<file path="config.mk">
export PLATFORM = sky130hd
export DESIGN_NAME = id_pipe
export DESIGN_NICKNAME = d
export VERILOG_FILES = /design/src/rtl/id_pipe.sv
export SDC_FILE = /design/constraint.sdc
export NUM_CORES = 1
export LEC_CHECK = 0
export ABC_CLOCK_PERIOD_IN_PS = 3550
export CAP_MARGIN = 20
export CORE_ASPECT_RATIO = 1.1
export CORE_UTILIZATION = 24
export CTS_BUF_LIST = sky130_fd_sc_hd__clkbuf_4 sky130_fd_sc_hd__clkbuf_8
export DETAILED_ROUTE_END_ITERATION = 12
export GPL_ROUTABILITY_DRIVEN = 0
export PLACE_DENSITY_LB_ADDON = 0.3
export SETUP_SLACK_MARGIN = 0.4
export SLEW_MARGIN = 0
export SYNTH_ARGS = -nofsm -noshare
export SYNTH_HDL_FRONTEND = slang
export SYNTH_SLANG_ARGS = --single-unit
</file>
<file path="constraint.sdc">
create_clock -name Clk -period 3.55 [get_ports Clk]
set_clock_uncertainty 0.2 [all_clocks]
set_input_delay 0.71 -clock Clk [delete_from_list [all_inputs] [get_ports Clk]]
set_output_delay 0.71 -clock Clk [all_outputs]
set_load 0.01 [all_outputs]
</file>
<file path="src/rtl/id_pipe.sv">
`default_nettype none
// ============================================================================
// Module   : id_pipe
// Brief    : MIPS32 logic/shift/nop decode with prioritised forwarding, load-use
//            stall and ID/EX register. Define ID_PIPE_FWD_EN to enable bypass.
// Revision : 1.0
// ============================================================================
module id_pipe #(
   parameter int DATA_W    = 32,
   parameter int REG_AW    = 5,
   parameter int FWD_PORTS = 2
) (
   input  logic                          Clk,
   input  logic                          Rst,
   input  logic                          in_valid,
   output logic                          in_ready,
   input  logic [DATA_W-1:0]             pc_i,
   input  logic [31:0]                   inst_i,
   output logic                          reg1_read_o,
   output logic                          reg2_read_o,
   output logic [REG_AW-1:0]             reg1_addr_o,
   output logic [REG_AW-1:0]             reg2_addr_o,
   input  logic [DATA_W-1:0]             reg1_data_i,
   input  logic [DATA_W-1:0]             reg2_data_i,
   input  logic [FWD_PORTS-1:0]          fwd_wreg_i,
   input  logic [FWD_PORTS-1:0]          fwd_load_i,
   input  logic [FWD_PORTS*REG_AW-1:0]   fwd_wd_i,
   input  logic [FWD_PORTS*DATA_W-1:0]   fwd_wdata_i,
   input  logic                          flush_i,
   output logic                          out_valid,
   input  logic                          out_ready,
   output logic [7:0]                    aluop_o,
   output logic [2:0]                    alusel_o,
   output logic [DATA_W-1:0]             reg1_o,
   output logic [DATA_W-1:0]             reg2_o,
   output logic [REG_AW-1:0]             wd_o,
   output logic                          wreg_o,
   output logic [DATA_W-1:0]             pc_o,
   output logic                          inst_invalid_o
);

   localparam logic [5:0] c_OP_SPECIAL = 6'b000000;
   localparam logic [5:0] c_OP_ANDI    = 6'b001100;
   localparam logic [5:0] c_OP_ORI     = 6'b001101;
   localparam logic [5:0] c_OP_XORI    = 6'b001110;
   localparam logic [5:0] c_OP_LUI     = 6'b001111;
   localparam logic [5:0] c_OP_PREF    = 6'b110011;

   localparam logic [5:0] c_FN_SLL     = 6'b000000;
   localparam logic [5:0] c_FN_SRL     = 6'b000010;
   localparam logic [5:0] c_FN_SRA     = 6'b000011;
   localparam logic [5:0] c_FN_SLLV    = 6'b000100;
   localparam logic [5:0] c_FN_SRLV    = 6'b000110;
   localparam logic [5:0] c_FN_SRAV    = 6'b000111;
   localparam logic [5:0] c_FN_SYNC    = 6'b001111;
   localparam logic [5:0] c_FN_AND     = 6'b100100;
   localparam logic [5:0] c_FN_OR      = 6'b100101;
   localparam logic [5:0] c_FN_XOR     = 6'b100110;
   localparam logic [5:0] c_FN_NOR     = 6'b100111;

   localparam logic [7:0] c_EXE_NOP_OP = 8'b00000000;
   localparam logic [7:0] c_EXE_AND_OP = 8'b00100100;
   localparam logic [7:0] c_EXE_OR_OP  = 8'b00100101;
   localparam logic [7:0] c_EXE_XOR_OP = 8'b00100110;
   localparam logic [7:0] c_EXE_NOR_OP = 8'b00100111;
   localparam logic [7:0] c_EXE_SLL_OP = 8'b01111100;
   localparam logic [7:0] c_EXE_SRL_OP = 8'b00000010;
   localparam logic [7:0] c_EXE_SRA_OP = 8'b00000011;

   localparam logic [2:0] c_EXE_RES_NOP   = 3'b000;
   localparam logic [2:0] c_EXE_RES_LOGIC = 3'b001;
   localparam logic [2:0] c_EXE_RES_SHIFT = 3'b010;

   typedef struct packed {
      logic              valid;
      logic [7:0]        aluop;
      logic [2:0]        alusel;
      logic [DATA_W-1:0] reg1;
      logic [DATA_W-1:0] reg2;
      logic [REG_AW-1:0] wd;
      logic              wreg;
      logic [DATA_W-1:0] pc;
      logic              inv;
   } idex_t;

   idex_t idex_q, idex_d;

   logic [5:0]        w_op, w_funct;
   logic [4:0]        w_sa;
   logic [7:0]        w_aluop;
   logic [2:0]        w_alusel;
   logic [1:0]        w_rd;
   logic              w_wreg;
   logic [REG_AW-1:0] w_wd;
   logic [DATA_W-1:0] w_imm;
   logic              w_inv;

   assign w_op    = inst_i[31:26];
   assign w_funct = inst_i[5:0];
   assign w_sa    = inst_i[10:6];

   // ---------------------------------------------------------------- decode
   always_comb begin
      w_aluop  = c_EXE_NOP_OP;
      w_alusel = c_EXE_RES_NOP;
      w_rd     = 2'b00;
      w_wreg   = 1'b0;
      w_wd     = '0;
      w_imm    = '0;
      w_inv    = 1'b1;
      case (w_op)
         c_OP_ORI, c_OP_ANDI, c_OP_XORI: begin
            w_aluop   = (w_op == c_OP_ORI)  ? c_EXE_OR_OP  :
                        (w_op == c_OP_ANDI) ? c_EXE_AND_OP : c_EXE_XOR_OP;
            w_alusel  = c_EXE_RES_LOGIC;
            w_rd      = 2'b01;
            w_wreg    = 1'b1;
            w_wd      = REG_AW'(inst_i[20:16]);
            w_imm[15:0] = inst_i[15:0];
            w_inv     = 1'b0;
         end
         c_OP_LUI: begin
            w_aluop   = c_EXE_OR_OP;
            w_alusel  = c_EXE_RES_LOGIC;
            w_rd      = 2'b01;
            w_wreg    = 1'b1;
            w_wd      = REG_AW'(inst_i[20:16]);
            w_imm[31:16] = inst_i[15:0];
            w_inv     = 1'b0;
         end
         c_OP_PREF: w_inv = 1'b0;
         c_OP_SPECIAL: begin
            if (w_sa == 5'd0) begin
               case (w_funct)
                  c_FN_OR, c_FN_AND, c_FN_XOR, c_FN_NOR: begin
                     w_aluop  = (w_funct == c_FN_OR)  ? c_EXE_OR_OP  :
                                (w_funct == c_FN_AND) ? c_EXE_AND_OP :
                                (w_funct == c_FN_XOR) ? c_EXE_XOR_OP : c_EXE_NOR_OP;
                     w_alusel = c_EXE_RES_LOGIC;
                     w_rd     = 2'b11;
                     w_wreg   = 1'b1;
                     w_wd     = REG_AW'(inst_i[15:11]);
                     w_inv    = 1'b0;
                  end
                  c_FN_SLLV, c_FN_SRLV, c_FN_SRAV: begin
                     w_aluop  = (w_funct == c_FN_SLLV) ? c_EXE_SLL_OP :
                                (w_funct == c_FN_SRLV) ? c_EXE_SRL_OP : c_EXE_SRA_OP;
                     w_alusel = c_EXE_RES_SHIFT;
                     w_rd     = 2'b11;
                     w_wreg   = 1'b1;
                     w_wd     = REG_AW'(inst_i[15:11]);
                     w_inv    = 1'b0;
                  end
                  c_FN_SYNC: w_inv = 1'b0;
                  default: ;
               endcase
            end
            // Immediate shifts: sa is a non-zero field here, so they need rs == 0.
            if (inst_i[25:21] == 5'd0 &&
                (w_funct == c_FN_SLL || w_funct == c_FN_SRL || w_funct == c_FN_SRA)) begin
               w_aluop  = (w_funct == c_FN_SLL) ? c_EXE_SLL_OP :
                          (w_funct == c_FN_SRL) ? c_EXE_SRL_OP : c_EXE_SRA_OP;
               w_alusel = c_EXE_RES_SHIFT;
               w_rd     = 2'b10;
               w_wreg   = 1'b1;
               w_wd     = REG_AW'(inst_i[15:11]);
               w_imm[4:0] = w_sa;
               w_inv    = 1'b0;
            end
         end
         default: ;
      endcase
   end

   assign reg1_read_o = !Rst && w_rd[0];
   assign reg2_read_o = !Rst && w_rd[1];
   assign reg1_addr_o = Rst ? '0 : REG_AW'(inst_i[25:21]);
   assign reg2_addr_o = Rst ? '0 : REG_AW'(inst_i[20:16]);

   // ---------------------------------------------------- operand resolution
   logic [REG_AW-1:0] w_fwd_wd    [FWD_PORTS];
   logic [DATA_W-1:0] w_fwd_wdata [FWD_PORTS];

   for (genvar g = 0; g < FWD_PORTS; g++) begin : g_fwd_unpack
      assign w_fwd_wd[g]    = fwd_wd_i[g*REG_AW +: REG_AW];
      assign w_fwd_wdata[g] = fwd_wdata_i[g*DATA_W +: DATA_W];
   end

   logic [REG_AW-1:0] w_addr  [2];
   logic [DATA_W-1:0] w_rf    [2];
   logic [DATA_W-1:0] w_fdata [2];
   logic [DATA_W-1:0] w_opnd  [2];
   logic [1:0]        w_hit, w_hload, w_live, w_haz;
   logic              w_stall;

   assign w_addr[0] = REG_AW'(inst_i[25:21]);
   assign w_addr[1] = REG_AW'(inst_i[20:16]);
   assign w_rf[0]   = reg1_data_i;
   assign w_rf[1]   = reg2_data_i;

   always_comb begin
      for (int j = 0; j < 2; j++) begin
         w_hit[j]   = 1'b0;
         w_hload[j] = 1'b0;
         w_fdata[j] = '0;
         // Descending scan so the youngest (lowest-index) match wins.
         for (int i = FWD_PORTS - 1; i >= 0; i--) begin
            if (fwd_wreg_i[i] && (w_fwd_wd[i] == w_addr[j])) begin
               w_hit[j]   = 1'b1;
               w_hload[j] = fwd_load_i[i];
               w_fdata[j] = w_fwd_wdata[i];
            end
         end
         w_live[j] = w_rd[j] && (w_addr[j] != '0);
`ifdef ID_PIPE_FWD_EN
         w_haz[j] = w_live[j] && w_hit[j] && w_hload[j];
         if (!w_rd[j])             w_opnd[j] = w_imm;
         else if (w_addr[j] == '0) w_opnd[j] = '0;
         else if (w_hit[j])        w_opnd[j] = w_fdata[j];
         else                      w_opnd[j] = w_rf[j];
`else
         w_haz[j] = w_live[j] && w_hit[j];
         if (!w_rd[j])             w_opnd[j] = w_imm;
         else if (w_addr[j] == '0) w_opnd[j] = '0;
         else                      w_opnd[j] = w_rf[j];
`endif
      end
   end

`ifndef ID_PIPE_FWD_EN
   logic w_unused_fwd;
   assign w_unused_fwd = ^{w_hload, w_fdata[0], w_fdata[1]};
`endif

   assign w_stall = in_valid && (|w_haz);

   // ------------------------------------------------------- ID/EX register
   logic w_adv, w_take;

   assign w_adv    = !idex_q.valid || out_ready;
   assign w_take   = in_valid && !w_stall;
   assign in_ready = !Rst && (flush_i || (w_adv && !w_stall));

   always_comb begin
      idex_d = idex_q;
      if (flush_i) begin
         idex_d = '0;
      end else if (w_adv) begin
         idex_d = '0;
         if (w_take) begin
            idex_d.valid  = 1'b1;
            idex_d.aluop  = w_aluop;
            idex_d.alusel = w_alusel;
            idex_d.reg1   = w_opnd[0];
            idex_d.reg2   = w_opnd[1];
            idex_d.wd     = w_wd;
            idex_d.wreg   = w_wreg;
            idex_d.pc     = pc_i;
            idex_d.inv    = w_inv;
         end
      end
   end

   always_ff @(posedge Clk) begin
      if (Rst) idex_q <= '0;
      else     idex_q <= idex_d;
   end

   assign out_valid      = idex_q.valid;
   assign aluop_o        = idex_q.aluop;
   assign alusel_o       = idex_q.alusel;
   assign reg1_o         = idex_q.reg1;
   assign reg2_o         = idex_q.reg2;
   assign wd_o           = idex_q.wd;
   assign wreg_o         = idex_q.wreg;
   assign pc_o           = idex_q.pc;
   assign inst_invalid_o = idex_q.inv;

endmodule
`default_nettype wire

</file>
==> results of run 1 <==
-- critical path: stages --
cell	delay, ps
clkdlybuf4s50_1	430
buf_4	150
xnor2_1	120
a32oi_2	270
o32ai_2	110
buf_4	150
a311oi_2	270
buf_2	170
-- routing by layer --
metal  global-route usage  part of all wire  up-vias
li1                     -                 -     2408
met1               0.2261              0.42     2545
met2               0.3051              0.50      186
met3              0.03238             0.056       21
met4              0.06461             0.021        0
met5                    0                 0        -
-- cells in the mapped netlist, drive strengths merged (2+ instances only) --
master	number	area, um^2
nor4	11	90.08
nor2	10	40.04
a22oi	42	315.3
nand2b	3	18.77
o31ai	48	360.4
nand2	55	206.5
dfxtp	110	2202
clkbuf	22	82.58
and2	3	18.77
nor3	5	25.02
a32oi	2	17.52
or4	2	15.01
a32o	61	610.6
xnor2	4	35.03
nor2b	11	68.82
a2111oi	2	23.77
xor2	16	140.1
buf	25	191.4
a211oi	4	40.03
a21oi	5	25.02
inv	4	15.01
-- logic make-up after synthesis --
group | after synthesis
DFF | 110
other | 1
buffers and inverters | 51
AOI/OAI and AO/OA | 175
xor gates and xnor gates | 20
and+or+nand+nor | 106
-- metrics by stage --
stage | hold WS [ps] | setup slack [ps] | cell area, um^2 | TNS, ps | utilization
CTS | 259.2 | 295.0 | 8259 | 0 | 0.4310
floorplan | 273.4 | 608.3 | 4697 | 0 | -
global placement | 236.5 | -518.7 | 7965 | -1032 | 0.4156
global route | 287.9 | 183.2 | 8289 | 0 | 0.4325
finish | 255.3 | 253.2 | 8289 | 0 | 0.4325
detailed placement | 240.6 | -564.0 | 7965 | -1064 | 0.4156
-- sequential cells by signal, indices dropped and copies added, names as in the netlist --
register        cells
aluop_o             4
alusel_o            2
inst_invalid_o      1
out_valid           1
pc_o               32
reg1_o             32
reg2_o             32
wd_o                5
wreg_o              1
-- what timing repair did --
| action | in CTS | in global routing |
|---|---|---|
| pin swaps | 17 | 5 |
| endpoints found under the hold margin | 0 | 0 |
| cloned | 0 | 0 |
| setup endpoints to repair | 3 | 3 |
| setup buffers | 6 | 5 |
| gates resized for setup | 107 | 11 |
-- report_power, final --
| part | switching (mW) | total [mW] | internal, mW |
|---|---|---|---|
| sequential | 0.00632 | 1.25 | 1.25 |
| combinational | 0.149 | 0.376 | 0.227 |
| clock | 0.449 | 0.728 | 0.280 |
| total | 0.603 | 2.36 | 1.75 |
-- area by class of cell --
cell class,count,area [um^2],area share
multi-input combinational,303,2376,0.2866
clock inverter,5,45.04,0.005434
sequential,110,2202,0.2657
timing repair buffer,339,3202,0.3863
tap,247,309.0,0.03728
inverter,4,15.01,0.001811
clock buffer,10,137.6,0.01660
antenna,1,2.502,0.0003019
-- worst paths after layout --
kind	start	end	slack [ps]	cells after the start
max	fwd_wd_i[0]	in_ready	250	8
min	aluop_o[1]$_SDFFE_PP0N_	aluop_o[1]$_SDFFE_PP0N_	260	2
max reg2reg	out_valid$_SDFFE_PP0N_	reg1_o[2]$_SDFFE_PP0N_	1840	5
min reg2reg	aluop_o[1]$_SDFFE_PP0N_	aluop_o[1]$_SDFFE_PP0N_	260	2
==> metrics.txt, run 1 <==
WP data required between 2000 and 3000 ps; async set-or-reset flop fraction in the synthesized netlist 0; clk sink count 110; Overall Power 2.356 mW; Hold Buf Count CTS 0; xor/xnor share of the synthesized area 0.03732; FMAX approximately 300 MHz; Root Driver clkbuf_8; Cells after DPL roughly 990; Core Box Area 19160 um^2; Routed Antenna Nets 0; largest net degree at the start of global routing 63; clock buffer count from CTS 9; WL final 18340 um; # port buffers 270; Starting Density 0.2449; synthesized area 4693 um^2; CP Launch Type input pin; Fill cells 1881; largest family of logic cells by synthesized area compound AO/OA/AOI/OAI gates; GRT Resource Usage Total 0.1798; synthesized instance count 463; mean post-synth cell area between 10 and 15 um^2; RSZ-0062 raised after global routing true; Die Y 148.7 um; commonest non-fill, non-tap cell in the layout clkdlybuf4s50_1; drt wl/cell 18.00 um; Slew Viols, Final 0; CP arrival 2390 ps; clock latency on the worst-skew pair around 370 ps; main flop type after synthesis dfxtp_1; Synth Warn # 0; layout cell share with drive strength beyond 1 0.1712; CP Class input pin to primary output; Detail Placement HPWL 13610 um; VDD IR max 0.0001893 V; multiplexer share of the synthesized area 0; die area 20120 um^2; H-Tree Depth 3; Crit. End Element primary output; # IOs around 340; Cell variety after synth 46; top fanout value on the critical path 2; most frequent cells in the layout clkdlybuf4s50_1 (232), dfxtp_1 (110), buf_4 (62), a32o_1 (61), nand2_1 (55); Leakage 2.849 nW; Clk pin slew, worst setup/hold paths 90 ps; Post-Synth Simple-Gate Area 0.1122; Min Clock Period, post-route between 3000 and 4000 ps; PwrDens ~280 nW/um^2; CTS Buffer Depth 2; vias around 5.2k; final-stage net count 978; sequential area share after synthesis 0.4692; Synth Area in Adders 0; initial antenna violation count 1; Final Cycle Share 0.9287; worst hold path type flop to flop; Detailed Route Iter0 Violations 232; vias in the first global route ~5k; Final Non-Filler Cells 1019; cell row count 53; DR vias/cell 5.064; First-pass DRT Iterations 8; Slew @ Worst Pin 655.8 ps; width of the die 135.3 um; maxcap violations 0; first-pass GRT wire length 27830 um; Setup Viol. Count Final 0; P&R area growth vs syn 76.62%; status finished, final reports clean; DRC errors left 0; Hold Vio Cnt, Final 0; CTS tree built; Worst slew margin 0.5628; area fraction in compound gates after synthesis 0.3188; #FFs+latches synth 110; GRT overflow 0; number of enable flip-flop cells after synthesis 0
No activity file was read; power rests on OpenSTA's default activity.
==> run 2, diff against run 1 <==
Settings changed: SETUP_SLACK_MARGIN 0.4 to 0.02.
==> run 2 against run 1 <==
Effect of this change: clock power barely moved; largest cell class unchanged; register-to-register slack barely moved; sequential power barely moved; highest routed layer unchanged; sequential share of layout area barely moved; setup slack got worse by 130 ps; critical endpoint unchanged.
==> metrics.txt, run 2 (synthesis results as in run 1) <==
CP Launch Type input pin; DR vias/cell 5.054 (-0.19%); clock latency on the worst-skew pair 370 ps (about the same); Max stage delay cell, worst path clkdlybuf4s50_1; Detailed Route Iter0 Violations 258 (+11%); CTS Buffer Depth 2 (unchanged); worst hold path type flop to flop; Crit. End Element primary output; Final TNS setup 0 ps (unchanged); Hold Vio Cnt, Final 0 (unchanged); crit path buf inv count 2 (-2); Fill cells 1868 (-0.69%); die area 20120 um^2 (unchanged); H-Tree Depth 3 (unchanged); Detail Placement HPWL 13610 um (unchanged); VDD IR max 0.0001906 V (+0.65%); vias 5120 (-0.78%); width of the die 135.3 um (unchanged); initial antenna violation count 0 (-1); Slew @ Worst Pin 663.7 ps (+7.907 ps); clock buffer count from CTS 9 (unchanged); Routed Antenna Nets 0 (unchanged); WP data required 2640 ps (about the same); GRT Resource Usage Total 0.1786 (-0.001202); Root Driver clkbuf_8; drt wl/cell 18.01 um (about the same); PwrDens 284.2 nW/um^2 (about the same); GRT overflow 0 (unchanged); FMAX 292.0 MHz (-3.7%); status finished, final reports clean; hold_ws 257.1 ps (+1.792 ps); Cells after DPL 992 (unchanged); CP arrival 2520 ps (+130 ps); Worst slew margin 0.5575 (-0.005272); Final Non-Filler Cells 1013 (-0.59%); Die Y 148.7 um (unchanged); maxcap violations 0 (unchanged); RSZ-0062 raised after global routing true; First-pass DRT Iterations 5 (-3); Core Box Area 19160 um^2 (unchanged); vias in the first global route 5088 (-0.24%); WL final 18240 um (-0.55%); commonest non-fill, non-tap cell in the layout clkdlybuf4s50_1; most frequent cells in the layout clkdlybuf4s50_1 (253), dfxtp_1 (110), a32o_1 (61), buf_4 (57), nand2_1 (55); worst path cell trace clkdlybuf4s50_1 -> or3_4 -> nor3_4 -> a211o_1 -> o32ai_4 -> a311oi_2 -> buf_2; P&R area growth vs syn 76.91%; final-stage net count 973 (-0.51%); first-pass GRT wire length 27610 um (-0.79%); Min Clock Period, post-route 3425 ps (+128.4 ps); Slew Viols, Final 0 (unchanged); top fanout value on the critical path 3 (+1); layout cell share with drive strength beyond 1 0.1371 (-0.03413); largest net degree at the start of global routing 63 (unchanged); CP Class input pin to primary output; Starting Density 0.2449 (unchanged); Clk pin slew, worst setup/hold paths 90 ps (about the same); max incr delay on CP 420 ps (about the same); Final Cycle Share 0.9649 (+0.03618); # port buffers 270 (unchanged); Setup Viol. Count Final 0 (unchanged); Leakage 2.876 nW (+0.95%); Diodes inserted 0 (-1); cell row count 53 (unchanged); # IOs 339 (unchanged); CTS tree built; CP delay by family, top simple AND/OR/NAND/NOR gates; DRC errors left 0 (unchanged); clk sink count 110 (unchanged); Overall Power 2.359 mW (+0.12%)
run 2: worst paths after layout:
kind / from / to / slack [ps] / cells past startpoint
max: inst_i[22] / in_ready / 120 / 7
min: aluop_o[1]$_SDFFE_PP0N_ / aluop_o[1]$_SDFFE_PP0N_ / 260 / 2
max reg2reg: out_valid$_SDFFE_PP0N_ / aluop_o[4]$_SDFFE_PP0N_ / 1840 / 5
min reg2reg: aluop_o[1]$_SDFFE_PP0N_ / aluop_o[1]$_SDFFE_PP0N_ / 260 / 2
run 2: cell type report:
| cell class | instances | area (um^2) | area share |
|---|---|---|---|
| Clock buffer | 10 | 137.6 | 0.01658 |
| Clock inverter | 5 | 45.04 | 0.005425 |
| Inverter | 4 | 15.01 | 0.001808 |
| Multi-Input combinational cell | 303 | 2332 | 0.2809 |
| Sequential cell | 110 | 2202 | 0.2652 |
| Tap cell | 247 | 309.0 | 0.03722 |
| Timing Repair Buffer | 334 | 3262 | 0.3929 |
run 2: per-layer routing:
metal / share of wire / GRT usage / vias to the layer above
met4: 0.023 / 0.06461 / 0
li1: - / - / 2397
met3: 0.059 / 0.03238 / 22
met2: 0.50 / 0.3041 / 197
met1: 0.41 / 0.2235 / 2504
met5: 0 / 0 / -
run 2: power by group:
part           leakage [nW]  switching [mW]  internal [mW]
clock network        0.0905           0.449          0.280
logic                  1.90           0.143          0.234
registers             0.889         0.00627           1.25
run 2: repair_timing:
item | in CTS | in global routing
gates cloned | 0 | 0
buffers inserted | 3 | 4
hold endpoints to repair | 0 | 0
pin swaps | 5 | 13
setup endpoints to repair | 3 | 2
resized for setup | 19 | 21
hold buffers | 0 | 0
run 2: through the flow:
stage,worst slack [ps],cell area (um^2),utilization
2_1_floorplan,608.3,4697,-
3_3_place_gp,-518.7,7965,0.4156
3_5_place_dp,-564.0,7965,0.4156
4_1_cts,-26.08,8188,0.4272
5_1_grt,24.90,8303,0.4332
6_report,124.8,8303,0.4332
run 2: tightest hold or removal path: cells and delay by family (launching register included):
kind / cells / cell delay (ps)
DFF: 1 / 320
and+or+nand+nor: 1 / 50
AOI/OAI and AO/OA: 1 / 50
==> run 3, diff against run 2 <==
Settings changed: PLACE_DENSITY set to 0.7, PLACE_DENSITY_LB_ADDON 0.3 to not set.
==> run 3 against run 2 <==
Effect of this change: hold slack better by 3.9 ps; wire length rose by 1.0%; sequential share of layout area is 0.18 points lower; sequential cell count is the same; core utilization grew 0.30 points; clock power grew 21%; via count decreased by 1.5%; combinational power barely moved; final area is 0.69% higher; largest power group unchanged; highest routed layer unchanged.
==> metrics.txt, run 3 (synthesis results as in run 1) <==
status finished, final reports clean; Die Y 148.7 um (unchanged); clock buffer count from CTS 9 (unchanged); Final WS setup 131.4 ps (+6.631 ps); VDD IR max 0.0001547 V (-19%); vias 5045 (-1.5%); Core Box Area 19160 um^2 (unchanged); largest net degree at the start of global routing 63 (unchanged); Root Driver clkbuf_8; CP arrival 2510 ps (about the same); cell row count 53 (unchanged); Hold Buf Count CTS 0 (unchanged); commonest non-fill, non-tap cell in the layout clkdlybuf4s50_1; RSZ-0062 raised after global routing false; Detail Placement HPWL 13700 um (+0.64%); GRT Resource Usage Total 0.1786 (about the same); Routed Antenna Nets 0 (unchanged); Setup Viol. Count Final 0 (unchanged); Min Clock Period, post-route 3419 ps (-6.631 ps); DR vias/cell 4.961 (-1.9%); P&R area growth vs syn 78.14%; # IOs 339 (unchanged); Fill cells 1869 (+0.054%); post-layout util 0.4362 (+0.003003); FMAX 292.5 MHz (+0.19%); Hold Vio Cnt, Final 0 (unchanged); Worst slew margin 0.5972 (+0.03964); H-Tree Depth 3 (unchanged); CTS Buffer Depth 2 (unchanged); die area 20120 um^2 (unchanged); Slew Viols, Final 0 (unchanged); top fanout value on the critical path 2 (-1); Crit. End Element primary output; CP Launch Type input pin; Leakage 2.949 nW (+2.5%); most frequent cells in the layout clkdlybuf4s50_1 (247), dfxtp_1 (110), a32o_1 (61), buf_4 (56), nand2_1 (55); drt wl/cell 18.12 um (+0.64%); layout cell share with drive strength beyond 1 0.1356 (-0.001482); clk sink count 110 (unchanged); # port buffers 270 (unchanged); vias in the first global route 4742 (-6.8%); CP Class input pin to primary output; Starting Density 0.2449 (unchanged); CTS tree built; clock latency on the worst-skew pair 390 ps (+20 ps); First-pass DRT Iterations 5 (unchanged); Slew @ Worst Pin 603.1 ps (-60.62 ps); maxcap violations 0 (unchanged); width of the die 135.3 um (unchanged); dpl ws -532.0 ps (+31.94 ps); worst hold path type flop to flop; PwrDens 300.0 nW/um^2 (+5.6%); Final Cycle Share 0.9630 (-0.001868); initial antenna violation count 5 (+5); Clk pin slew, worst setup/hold paths 100 ps (about the same); WP data required 2640 ps (about the same); WL final 18430 um (+1.0%); first-pass GRT wire length 27200 um (-1.5%); Detailed Route Iter0 Violations 355 (+38%); GRT overflow 0 (unchanged); final-stage net count 973 (unchanged); DRC errors left 0 (unchanged)
-- run 3: cell count changes in the layout (fill, tap and decap cells not counted), sizes merged --
| cell | delta |
|---|---|
| dlygate4sd2 | +3 |
| clkinv | -1 |
| clkdlybuf4s50 | -6 |
| clkbuf | -1 |
| diode | +3 |
| buf | -1 |
| clkinvlp | -1 |
| bufinv | +2 |
| dlymetal6s2s | +4 |
| inv | +2 |
-- run 3: power by group --
group          leakage [nW]  switching [mW]  internal, mW  total [mW]
sequential            0.889         0.00613          1.25        1.25
combinational          1.94           0.142         0.234       0.375
clock                 0.116           0.472         0.408       0.881
total                  2.95           0.620          1.89        2.51
-- run 3: final cells by class --
class / instances / area (um^2) / share of cell area
Antenna cell: 3 / 7.507 / 0.0008979
Inverter: 4 / 15.01 / 0.001796
Multi-Input combinational cell: 303 / 2306 / 0.2758
Tap cell: 247 / 309.0 / 0.03696
Clock buffer: 9 / 123.9 / 0.01482
Clock inverter: 7 / 102.6 / 0.01227
Timing Repair Buffer: 334 / 3294 / 0.3940
Sequential cell: 110 / 2202 / 0.2634
-- run 3: timing repair --
action,CTS,global route
resized for setup,18,23
setup buffers,0,3
endpoints found under the setup margin,3,2
pin swaps,5,11
-- run 3: routing by layer --
metal / vias up / share of wire / global-route usage
met3: 26 / 0.064 / 0.03817
met1: 2419 / 0.43 / 0.2298
met4: 0 / 0.024 / 0.06910
met5: - / 0 / 0
li1: 2407 / - / -
met2: 193 / 0.48 / 0.2897
-- run 3: worst max-delay path: stages --
cell and delay (ps):
clkdlybuf4s50_1 430, nor4_2 230, buf_4 180, nand2_1 70
a21o_1 200, o32ai_2 280, buf_4 160, a311oi_2 90
buf_2 160
-- run 3: metrics by stage --
| step | hold slack, ps | instances | instance area, um^2 | total power, mW | TNS (ps) |
|---|---|---|---|---|---|
| 6_report | 261.0 | 1017 | 8361 | 2.508 | 0 |
| 5_1_grt | 280.4 | 1017 | 8361 | 2.606 | 0 |
| 4_1_cts | 263.7 | 1011 | 8252 | 2.535 | 0 |
| 3_5_place_dp | 238.1 | 995 | 8013 | 1.652 | -851.6 |
| 3_3_place_gp | 234.0 | 995 | 8013 | 1.650 | -732.7 |
| 2_1_floorplan | 273.4 | 464 | 4697 | 1.371 | 0 |
-- run 3: worst paths after layout --
| kind | startpoint | end | slack [ps] | cells past startpoint |
|---|---|---|---|---|
| setup reg to reg | out_valid$_SDFFE_PP0N_ | reg1_o[15]$_SDFFE_PP0N_ | 1840 | 5 |
| hold reg to reg | alusel_o[1]$_SDFFE_PP0N_ | alusel_o[1]$_SDFFE_PP0N_ | 260 | 2 |
| hold / removal | alusel_o[1]$_SDFFE_PP0N_ | alusel_o[1]$_SDFFE_PP0N_ | 260 | 2 |
| setup / recovery | inst_i[8] | in_ready | 130 | 9 |
